## config.mk

```make
export PLATFORM = sky130hd
export DESIGN_NAME = alu_slice_seq
export DESIGN_NICKNAME = d
export VERILOG_FILES = /design/src/rtl/alu_pkg.sv /design/src/rtl/alu_slice.sv /design/src/rtl/alu_slice_seq.sv
export SDC_FILE = /design/constraint.sdc
export NUM_CORES = 1
export LEC_CHECK = 0
export BUFFER_PORTS_ARGS = -buffer_cell sky130_fd_sc_hd__buf_2
export CAP_MARGIN = 5
export CORE_MARGIN = 10
export CORE_UTILIZATION = 40
export CTS_CLUSTER_DIAMETER = 200
export CTS_CLUSTER_SIZE = 10
export DETAILED_ROUTE_END_ITERATION = 7
export MAX_ROUTING_LAYER = met4
export SLEW_MARGIN = 10
export SYNTH_ARGS = -nofsm -noshare
export SYNTH_HDL_FRONTEND = slang
export SYNTH_SLANG_ARGS = --single-unit
```

## constraint.sdc

```tcl
create_clock -name clk -period 4.5 [get_ports clk]
set_input_delay 0.675 -clock clk [delete_from_list [all_inputs] [get_ports clk]]
set_output_delay 0.675 -clock clk [all_outputs]
set_load 0.01 [all_outputs]
```

## src/rtl/alu_pkg.sv

```systemverilog
// Shared types and helpers for the slice-serial ALU: opcode and FSM encodings,
// plus the per-op classification used by both the slice and the sequencer.
package alu_pkg;

    typedef enum logic [2:0] {
        OP_ADD    = 3'b000,
        OP_ADC    = 3'b001,
        OP_SUB    = 3'b010,
        OP_CMP    = 3'b011,
        OP_AND    = 3'b100,
        OP_OR     = 3'b101,
        OP_XOR    = 3'b110,
        OP_PASS_B = 3'b111
    } op_e;

    typedef enum logic [1:0] {
        IDLE = 2'd0,
        RUN  = 2'd1,
        DONE = 2'd2
    } state_e;

    function automatic logic is_arith(input op_e op);
        return (op == OP_ADD) || (op == OP_ADC) || (op == OP_SUB) || (op == OP_CMP);
    endfunction

    // Carry fed into slice 0: SUB/CMP form A + ~B + 1, ADC takes the caller's carry.
    function automatic logic init_carry(input op_e op, input logic cin);
        case (op)
            OP_ADC:         return cin;
            OP_SUB, OP_CMP: return 1'b1;
            default:        return 1'b0;
        endcase
    endfunction

endpackage

```

## src/rtl/alu_slice.sv

```systemverilog
// Combinational SLICE-bit ALU cell; ripple carry with the carry into the MSB
// exported so the sequencer can derive signed overflow on the last slice.
module alu_slice
    import alu_pkg::*;
#(
    parameter int SLICE = 4
) (
    input  logic [SLICE-1:0] a,
    input  logic [SLICE-1:0] b,
    input  logic             cin,
    input  op_e              op,
    output logic [SLICE-1:0] y,
    output logic             cout,
    output logic             c_msb
);

    logic [SLICE-1:0] w_b_eff;
    logic [SLICE-1:0] w_sum;
    logic [SLICE:0]   w_c;

    always_comb begin
        w_b_eff = ((op == OP_SUB) || (op == OP_CMP)) ? ~b : b;
        w_sum   = '0;
        w_c     = '0;
        w_c[0]  = cin;
        for (int i = 0; i < SLICE; i++) begin
            w_sum[i]   = a[i] ^ w_b_eff[i] ^ w_c[i];
            w_c[i + 1] = (a[i] & w_b_eff[i]) | (w_c[i] & (a[i] ^ w_b_eff[i]));
        end
    end

    assign cout  = w_c[SLICE];
    assign c_msb = w_c[SLICE-1];

    always_comb begin
        y = '0;
        case (op)
            OP_AND:    y = a & b;
            OP_OR:     y = a | b;
            OP_XOR:    y = a ^ b;
            OP_PASS_B: y = b;
            default:   y = w_sum;
        endcase
    end

endmodule

```

## src/rtl/alu_slice_seq.sv

```systemverilog
// Slice-serial ALU: accepts one op, walks WIDTH/SLICE slices LSB-first through a
// single alu_slice with a registered carry, then presents result and flags.
module alu_slice_seq
    import alu_pkg::*;
#(
    parameter int WIDTH = 16,
    parameter int SLICE = 4
) (
    input  logic             clk,
    input  logic             rst,
    input  logic             in_valid,
    output logic             in_ready,
    input  logic [2:0]       in_op,
    input  logic [WIDTH-1:0] in_a,
    input  logic [WIDTH-1:0] in_b,
    input  logic             in_cin,
    output logic             out_valid,
    input  logic             out_ready,
    output logic [WIDTH-1:0] out_result,
    output logic             out_cout,
    output logic             out_zero,
    output logic             out_ovf,
    output logic [1:0]       o_dbg_state
);

    localparam int N  = WIDTH / SLICE;
    localparam int CW = (N > 1) ? $clog2(N) : 1;

    state_e           r_state;
    state_e           w_state_nxt;
    op_e              r_op;
    logic [WIDTH-1:0] r_a;
    logic [WIDTH-1:0] r_b;
    logic [WIDTH-1:0] r_result;
    logic [CW-1:0]    r_k;
    logic             r_carry;
    logic             r_zero_acc;
    logic             r_cout;
    logic             r_zero;
    logic             r_ovf;

    logic [SLICE-1:0] w_a_sl;
    logic [SLICE-1:0] w_b_sl;
    logic [SLICE-1:0] w_y_sl;
    logic             w_cout;
    logic             w_c_msb;
    logic             w_last;
    logic             w_sl_zero;

    assign w_a_sl    = r_a[r_k*SLICE +: SLICE];
    assign w_b_sl    = r_b[r_k*SLICE +: SLICE];
    assign w_last    = (r_k == CW'(N - 1));
    assign w_sl_zero = (w_y_sl == '0);

    alu_slice #(.SLICE(SLICE)) u_slice (
        .a     (w_a_sl),
        .b     (w_b_sl),
        .cin   (r_carry),
        .op    (r_op),
        .y     (w_y_sl),
        .cout  (w_cout),
        .c_msb (w_c_msb)
    );

    always_ff @(posedge clk or posedge rst) begin
        if (rst) r_state <= IDLE;
        else     r_state <= w_state_nxt;
    end

    // Handshakes: a transfer happens on a rising edge where valid and ready are both
    // high; in_ready is high only in IDLE, out_valid only in DONE, and neither side
    // retracts its valid before the transfer edge.
    always_comb begin
        w_state_nxt = r_state;
        in_ready    = 1'b0;
        out_valid   = 1'b0;
        case (r_state)
            IDLE: begin
                in_ready = 1'b1;
                if (in_valid) w_state_nxt = RUN;
            end
            RUN: begin
                if (w_last) w_state_nxt = DONE;
            end
            DONE: begin
                out_valid = 1'b1;
                if (out_ready) w_state_nxt = IDLE;
            end
            default: w_state_nxt = IDLE;
        endcase
    end

    always_ff @(posedge clk or posedge rst) begin
        if (rst) begin
            r_op       <= OP_ADD;
            r_a        <= '0;
            r_b        <= '0;
            r_result   <= '0;
            r_k        <= '0;
            r_carry    <= 1'b0;
            r_zero_acc <= 1'b0;
            r_cout     <= 1'b0;
            r_zero     <= 1'b0;
            r_ovf      <= 1'b0;
        end else begin
            case (r_state)
                IDLE: begin
                    if (in_valid) begin
                        r_op       <= op_e'(in_op);
                        r_a        <= in_a;
                        r_b        <= in_b;
                        r_carry    <= init_carry(op_e'(in_op), in_cin);
                        r_k        <= '0;
                        r_zero_acc <= 1'b1;
                    end
                end
                RUN: begin
                    // CMP reports A as its result but its zero flag tracks the difference.
                    r_result[r_k*SLICE +: SLICE] <= (r_op == OP_CMP) ? w_a_sl : w_y_sl;
                    r_carry    <= w_cout;
                    r_zero_acc <= r_zero_acc & w_sl_zero;
                    if (w_last) begin
                        r_cout <= is_arith(r_op) & w_cout;
                        r_ovf  <= is_arith(r_op) & (w_c_msb ^ w_cout);
                        r_zero <= r_zero_acc & w_sl_zero;
                    end else begin
                        r_k <= r_k + 1'b1;
                    end
                end
                default: ;
            endcase
        end
    end

    assign out_result  = r_result;
    assign out_cout    = r_cout;
    assign out_zero    = r_zero;
    assign out_ovf     = r_ovf;
    assign o_dbg_state = r_state;

endmodule

```

# [Yosys cells after proc, flatten, opt, wreduce, memory -nomap -nowiden]
# Cells that the tools add are included.
[op_classes] addsub=2 n_eq_ne=17 shifts=4 muxes=18 bitwise=28 n_reduce_logical=14
[op_table] cell="negation 4 -> 34 bit" n=1
[op_table] cell="variable shift 4 x 34 -> 16 bit, first input constant" n=1
[op_table] cell="variable part select 4 x 34 -> 16 bit" n=1
[op_table] cell="variable part select 16 x 5 -> 4 bit" n=2
[op_table] cell="bitwise mux 16 bit" n=1
[op_table] cell="one-hot mux 4 bit (4 select lines)" n=1
[op_table] cell="== test 3 x 2 -> 1 bit, second input constant" n=4
[op_table] cell="== test 3 bit, second input constant" n=4
[op_table] cell="bitwise AND 1 bit" n=11
[op_table] cell="2-to-1 mux 2 bit" n=5
[op_table] cell="bitwise XOR 1 bit" n=9
[op_table] cell="2-to-1 mux 4 bit" n=2
[op_table] cell="inequality test 2 bit, second input constant" n=4
[op_table] cell="== test 3 x 1 -> 1 bit, second input constant" n=2
[op_table] cell="one-hot mux 1 bit (2 select lines)" n=3
[op_table] cell="one-hot mux 2 bit (3 select lines)" n=1
[op_table] cell="AND reduction 2 bit" n=3
[op_table] cell="AND reduction 3 bit" n=2
[op_table] cell="bitwise AND 4 bit" n=1
[op_table] cell="== test 2 bit, second input constant" n=2
[op_table] cell="logical NOT 4 bit" n=1
[op_table] cell="logical OR 1 bit" n=4
[op_table] cell="2-to-1 mux 1 bit" n=4
[op_table] cell="NOT 4 bit" n=1
[op_table] cell="10 further kinds" n=13
[word_totals] register_bits=60 wordCells=94

# [Depth between registers and ports, before layout]
# Gate-level depths: netlist (run 1).
[depth] depth_word=15 mapped_depth=14 depth_no_buf=12

# [By module]
# A second synthesis (run 1) with hierarchy kept.
[unflattened] cells_unflattened=247 area_unflattened_um2=3199.3
[by_module_without_submodules] mod="alu_slice_seq" instances=1 cells_per_inst=196 area_per_inst_um2=2723.9 seq_area_each_um2=1501.4
[by_module_without_submodules] mod="alu_slice" instances=1 cells_per_inst=51 area_per_inst_um2=475.5 seq_area_each_um2=0.0

# [Worst setup path after synthesis (run 1)]
# Ideal clock, no wire load.
[synth_timing] path_kind="reg-to-reg" from="register r_k[0]" to="register r_zero_acc" setup_time_ns=0.129 t_arrival_ns=3.662 setup_slack_ns=0.709 path_stages_with_launch=14 period_less_slack_ns=3.791 path_cell_list="dfrtp_1 -> buf_6 -> mux4_2 -> xor2_1 -> fa_1 -> inv_1 -> fa_1 -> fa_1 -> fa_1 -> nor2b_1 -> or2_2 -> o221a_2 -> nand4b_1 -> o21ai_0"
[synth_between] elab_chain_len=15 word_cells_on_any_way=28 cone_classes="2 x shift; 3 x mux; 22 x bitwise; 1 x reduce/logical"
[synth_lines] item="start, declared" line_no="alu_slice_seq.sv:35" source="logic [CW-1:0] r_k;"
[synth_lines] item="start signal, assigned" line_no="alu_slice_seq.sv:127" source="r_k <= r_k + 1'b1;"
[synth_lines] item="variable part select 16 x 5 -> 4 bit" line_no="alu_slice_seq.sv:51" source="assign w_b_sl = r_b[r_k*SLICE +: SLICE];"
[synth_lines] item="NOT 4 bit" line_no="alu_slice.sv:22" source="w_b_eff = ((op == OP_SUB) || (op == OP_CMP)) ? ~b : b;"
[synth_lines] item="2-to-1 mux 4 bit" line_no="alu_slice.sv:22"
[synth_lines] item="bitwise XOR 1 bit" line_no="alu_slice.sv:27, alu_slice.sv:28"
[synth_lines] item="bitwise AND 1 bit" line_no="alu_slice.sv:28" source="w_c[i + 1] = (a[i] & w_b_eff[i]) | (w_c[i] & (a[i] ^ w_b_eff[i]));"
[synth_lines] item="OR 1 bit" line_no="alu_slice.sv:28"
[synth_lines] item="bitwise AND 1 bit" line_no="alu_slice.sv:28"
[synth_lines] item="OR 1 bit" line_no="alu_slice.sv:28"
[synth_lines] item="bitwise AND 1 bit" line_no="alu_slice.sv:28"
[synth_lines] item="OR 1 bit" line_no="alu_slice.sv:28"
[synth_lines] item="bitwise XOR 1 bit" line_no="alu_slice.sv:27" source="w_sum[i] = a[i] ^ w_b_eff[i] ^ w_c[i];"
[synth_lines] item="one-hot mux 4 bit (4 select lines) *" line_no="alu_slice.sv:37" source="case (op)"
[synth_lines] item="logical NOT 4 bit *" line_no="alu_slice_seq.sv:53" source="assign w_sl_zero = (w_y_sl == '0);"
[synth_lines] item="bitwise AND 1 bit *" line_no="alu_slice_seq.sv:121" source="r_zero_acc <= r_zero_acc & w_sl_zero;"
[synth_lines] item="one-hot mux 1 bit (2 select lines) *" line_no="alu_slice_seq.sv:106" source="case (r_state)"
[synth_lines] item="end signal, assigned" line_no="alu_slice_seq.sv:121"
[synth_lines] item="end, declared" line_no="alu_slice_seq.sv:37" source="logic r_zero_acc;"
# Mark *: on every way between the ends. The rest lies on a longest branch, timed or not.
# A chain may end at the register's enable or synchronous reset.

# [Final worst setup path (run 1)]
# Same ends and word-level chain as after synthesis.

==> results of run 1 <==
==> how the worst min path moves through the flow <==
stage                endpoint  cells after the start
6_report       o_dbg_state[1]                      2
5_1_grt        o_dbg_state[1]                      2
4_1_cts        o_dbg_state[1]                      2
3_5_place_dp           r_a[9]                      2
3_3_place_gp           r_b[2]                      2
2_1_floorplan         r_a[11]                      2
==> sequential cells by signal, indices dropped and copies added (netlist names) <==
signal and flops:
r_k 2, r_op 3, out_cout 1, r_zero_acc 1, out_ovf 1, r_b 16, out_zero 1, r_carry 1
out_result 16, r_a 16, o_dbg_state 2
==> worst max-delay path, delay by kind of cell, from the launching register on <==
family | cells | cell delay (ns)
buf+inv | 1 | 0.05
fa+ha+maj | 4 | 1.48
simple gates | 3 | 0.59
compound gates | 2 | 0.34
xor+xnor | 1 | 0.21
mux | 1 | 0.64
flops | 1 | 0.55
==> per-stage QoR <==
| step | cells | setup WS, ns | hold WS [ns] | area [µm²] |
|---|---|---|---|---|
| after global placement | 485 | 0.603 | 0.451 | 3600 |
| after global routing | 501 | 0.263 | 0.392 | 3790 |
| final | 501 | 0.520 | 0.362 | 3790 |
| after detailed placement | 485 | 0.527 | 0.459 | 3600 |
| after CTS | 501 | 0.497 | 0.374 | 3790 |
| after floorplan | 331 | 0.709 | 0.437 | 3220 |
==> area by class of cell <==
class	instances	area share, %
multi-input cells	236	40.6
flip-flops and latches	60	39.6
repair buffers	69	9.57
well taps	102	3.37
clock buffers	9	3.27
clock inverters	7	1.78
inverters	18	1.78
==> cells in the final DEF, fill, tap and decap left out, drive strengths merged, types with 5 or more instances in the layout <==
cell type / Yosys / layout
buf: 9 / 69
ha: 14 / 14
mux4: 8 / 8
nand2: 123 / 123
mux2i: 5 / 5
nor2: 10 / 10
a22o: 12 / 12
o21ai: 10 / 10
dfrtp: 60 / 60
a21oi: 6 / 6
inv: 18 / 18
clkbuf: 8 / 9
==> cells by family after synthesis <==
| kind of cell | count (synthesis) |
|---|---|
| adders and majority gates | 18 |
| xor gates and xnor gates | 5 |
| muxes | 13 |
| buffers and inverters | 35 |
| DFF | 60 |
| AOI/OAI and AO/OA | 48 |
| and+or+nand+nor | 152 |
==> power breakdown <==
group,switching (mW),internal [mW]
clock network,0.217,0.252
registers,0.153,0.769
logic,1.08,0.787
total,1.45,1.81
==> metal layers <==
layer  vias to the layer above  GRT usage, %
met3                         4          3.51
met1                      1166          19.8
met5                         -             -
met4                         0          4.18
li1                       1232             -
met2                        50          20.2
==> results.yml, run 1 <==
run_status:
  status: "finished, final reports clean"
floorplan:
  start_util_pct: 41.5
  num_rows: 32
  die_area_um2: 12000
  core_area_um2: 7770
  io_pins: 63
  die_w_um: 110
  die_h_um: 110
critical_path:
  max_stage_delay_ns: 0.64
  crit_arrival_ns: 4.20
  ff2ff_setup_slack_ns: 0.52
  critPathCapture: "r_zero_acc"
  r2r_cells: 12
  crit_required_ns: 4.72
  start_kind: "flip-flop"
  cp_max_fo: 9
  end_kind: "flip-flop"
  startpoint: "r_k[0]"
  path_cells: "mux4_2, xor2_1, fa_1, inv_1, fa_1, fa_1, fa_1, nor2b_1, or2_2, o221a_2, nand4b_1, o21ai_0"
  worstSetupPathType: "flip-flop to flip-flop"
  r2r-start: "r_k[0]"
  cp_common_cell: "fa_1"
  rr_endpoint: "r_zero_acc"
  slowest_stage: "mux4_2"
logic_synthesis:
  syn_inst: 331
  ys_ff_latch: 60
  synth_top_family_by_area: "simple AND/OR/NAND/NOR gates"
  syn_area_per_cell_um2: 9.73
  ys.warnings.count: 0
  synthAdderAreaFrac_pct: 7.92
  netlist_top_cells_area: "dfrtp_1 47%, nand2_1 14%, ha_1 5.4%"
  synth_xor_area_share_pct: 1.36
  synthesis.nets: 389
  synth_edf_count: 0
  synth_most_common_cell: "nand2_1"
  synthTopCellsByCount: "123 x nand2_1, 60 x dfrtp_1, 18 x inv_1"
  synth_mux_area_share_pct: 7.61
  yosysTopAreaCellShare_pct: 46.6
  synth_ff_type: "dfrtp_1"
  synth_area_um2: 3220
  seq_area_frac_synth_pct: 46.6
  synth-compound-area-share_pct: 11.2
  yosys.area_share.simple_pct: 19.7
  yosys.cell_types.count: 42
  synthArstFlopShare_pct: 100
  yosysTopAreaCell: "dfrtp_1"
finish:
  area_growth_pct: 17.6
  final_nets: 452
  diodes: 0
  multi_input_area_um2: 1540
  ff_latch_area_um2: 1500
  nFillCells: 764
  drive_above_1_share_pct: 24.6
  post-route-util_pct: 48.8
detailed_routing:
  wl_met3_um: 231
  routed.top_layer: "met4"
  dr.pass1.iters: 4
  drt_iter0_drc: 95
  via_per_inst: 4.89
  drcViolationCount: 0
  postRouteAntennaNets: 0
  wl_met2_mm: 3.48
  vias: 2452
  wl_mm: 7.70
  wl_per_cell_um: 15.4
  wl_met1_mm: 3.94
grt:
  grt_overflow: 0
  grt_pass1_vias: 2517
  grt_first_pass_wirelength_mm: 13.0
  grt_max_degree: 39
  antenna_found_initial: 0
  grt_usage_pct: 14.3
power_and_ir_drop:
  power_density_nw_per_um2: 860
  p_leak_nw: 1.97
  finalPower_mw: 3.26
  vdd_drop_max_uv: 259
timing:
  tightest_slew_ns: 0.824
  hold_violations: 0
  finalSetupViolations: 0
  fmax_ghz: 0.251
  final.period_utilization_pct: 88.4
  min_period_ns: 3.98
  relSlewSlack_pct: 44.3
  fin_setup_tns_ns: 0
  report.final.slew_viol_count: 0
  rsz0062_at_grt: "false"
  skew_ns: 0.00809
min_path:
  min-delay-path-class: "input port to asynchronous set/reset pin"
clocking:
  htree_levels: 3
  cts_buffer_depth: 2
  cts_setup_buffers: 0
  cts_root_buf: "clkbuf_8"
  cts_resized: 0
  hold_buffers: 0
  clk_pin_slew_ns: 0.07
  cts_tree: "built"
  cts-buffers-inserted: 9
  cts_sinks: 60
  clk_latency_ns: 0.33
place:
  gp_congestion: 0.828
  port_buffers: 62
  place_hpwl_mm: 5.81
run:
  drv.max_cap_violation_count: 0
No activity file was read; power rests on OpenSTA's default activity.
==> run 2, diff against run 1 <==
Settings changed: BUFFER_PORTS_ARGS -buffer_cell sky130_fd_sc_hd__buf_2 to not set, DONT_BUFFER_PORTS set to 1.
==> run 2 against run 1 <==
Net effect:
- critical path depth unchanged
- hold slack better by 0.070 ns
- power is 2.5% lower
- clock skew is 0.0033 ns higher
- die area unchanged
- maximum frequency is 0.23% lower
- via count is 7.1% lower
- wire length rose by 1.2%
- sequential share of layout area grew 3.9 points
- first-iteration DRC count grew 39%
==> results.yml, run 2 (synthesis results as in run 1) <==
run_status:
  status: "finished, final reports clean"
run:
  drv.max_cap_violation_count: 0
timing:
  fmax_ghz: 0.251
  skew_ns: 0.0114
  report.final.slew_viol_count: 0
  fin_setup_tns_ns: 0
  min_period_ns: 3.99
  finalSetupViolations: 0
  hold_violations: 0
  final.period_utilization_pct: 88.6
  relSlewSlack_pct: 48.8
  tightest_slew_ns: 0.757
  rsz0062_at_grt: "false"
place:
  place_hpwl_mm: 5.81
  gp_congestion: 0.945
  port_buffers: 0
  dpl-instance-area_um2: 3270
  dp.cells: 421
floorplan:
  io_pins: 63
  die_h_um: 110
  die_area_um2: 12000
  num_rows: 32
  core_area_um2: 7770
  die_w_um: 110
  start_util_pct: 41.5
detailed_routing:
  dr.pass1.iters: 4
  postRouteAntennaNets: 0
  wl_mm: 7.79
  wl_per_cell_um: 17.9
  drt_iter0_drc: 132
  via_per_inst: 5.22
  drcViolationCount: 0
  vias: 2278
critical_path:
  cp_max_fo: 12
  cp_top_family: "adder cells"
  start_kind: "flip-flop"
  max_stage_delay_ns: 0.68
  crit_arrival_ns: 4.20
  slowest_stage: "dfrtp_1"
  cp_common_cell: "fa_1"
  crit_required_ns: 4.71
  path_cells: "mux4_2, xor2_1, fa_1, inv_1, fa_1, fa_1, fa_1, nor2b_1, or2_2, o221a_2, nand4b_1, o21ai_0"
  worstSetupPathType: "flip-flop to flip-flop"
  path_buf_inv: 1
  end_kind: "flip-flop"
grt:
  grt_max_degree: 61
  grt_pass1_vias: 2465
  grt_usage_pct: 14.2
  grt_first_pass_wirelength_mm: 12.9
  antenna_found_initial: 0
  grt_overflow: 0
clocking:
  htree_levels: 3
  cts_tree: "built"
  cts_resized: 0
  cts_buffer_depth: 2
  cts_setup_buffers: 0
  clk_latency_ns: 0.34
  cts_root_buf: "clkbuf_8"
  cts_sinks: 60
  hold_buffers: 0
  cts-buffers-inserted: 9
  clk_pin_slew_ns: 0.07
finish:
  design_area_um2: 3450
  area_growth_pct: 7.11
  layout_common_cells: "123 x nand2_1, 60 x dfrtp_1, 17 x inv_1, 14 x ha_1, 12 x a22o_1"
  final_common_cell: "nand2_1"
  final_cell_count_no_fill: 436
  drive_above_1_share_pct: 10.2
  nFillCells: 786
  diodes: 0
  final_nets: 388
power_and_ir_drop:
  vdd_drop_max_uv: 332
  p_leak_nw: 1.69
  power_density_nw_per_um2: 921
min_path:
  min-delay-path-class: "input port to asynchronous set/reset pin"
==> run 2: power breakdown <==
group / internal [mW] / total (mW) / switching, mW
Sequential: 0.769 / 0.978 / 0.209
Clock: 0.225 / 0.437 / 0.213
Combinational: 0.731 / 1.76 / 1.03
==> run 2: cell type report <==
type	instances	area (µm²)	area share, %
Timing Repair Buffer	5	37.5	1.09
Tap cell	102	128	3.70
Inverter	18	67.6	1.96
Sequential cell	60	1500	43.5
Clock inverter	4	25.0	0.725
Multi-Input combinational cell	236	1540	44.6
Clock buffer	11	151	4.39
==> run 2: per-stage QoR <==
| step | setup WS (ns) | hold slack [ns] | util (%) | power, mW |
|---|---|---|---|---|
| after floorplan | 0.709 | 0.437 | - | 2.34 |
| after global placement | 0.718 | 0.455 | 42.1 | 2.70 |
| after detailed placement | 0.540 | 0.462 | 42.1 | 2.75 |
| after CTS | 0.533 | 0.426 | 44.4 | 3.20 |
| after global routing | 0.294 | 0.439 | 44.4 | 3.48 |
| final | 0.511 | 0.431 | 44.4 | 3.18 |
==> run 2: path summary, 6_finish.rpt <==
check	start	end	slack (ns)	cells after the start
worst min register to register	r_b[1]	r_b[1]	0.48	2
worst min-delay path	rst	o_dbg_state[1]	0.43	2
max in group asynchronous	rst	r_op[0]	3.58	2
worst max-delay path	r_k[1]	r_zero_acc	0.51	12
worst max register to register	r_k[1]	r_zero_acc	0.51	12
min in group clk	in_b[6]	r_b[6]	0.44	2
==> run 2: routing by layer <==
layer | wire, µm | part of all wire [%] | GRT usage [%] | vias up
li1 | - | - | - | 1103
met5 | 0 | 0 | - | -
met3 | 401 | 5.1 | 3.74 | 13
met2 | 3520 | 45 | 20.9 | 57
met4 | 119 | 1.5 | 4.93 | 0
met1 | 3760 | 48 | 18.6 | 1105
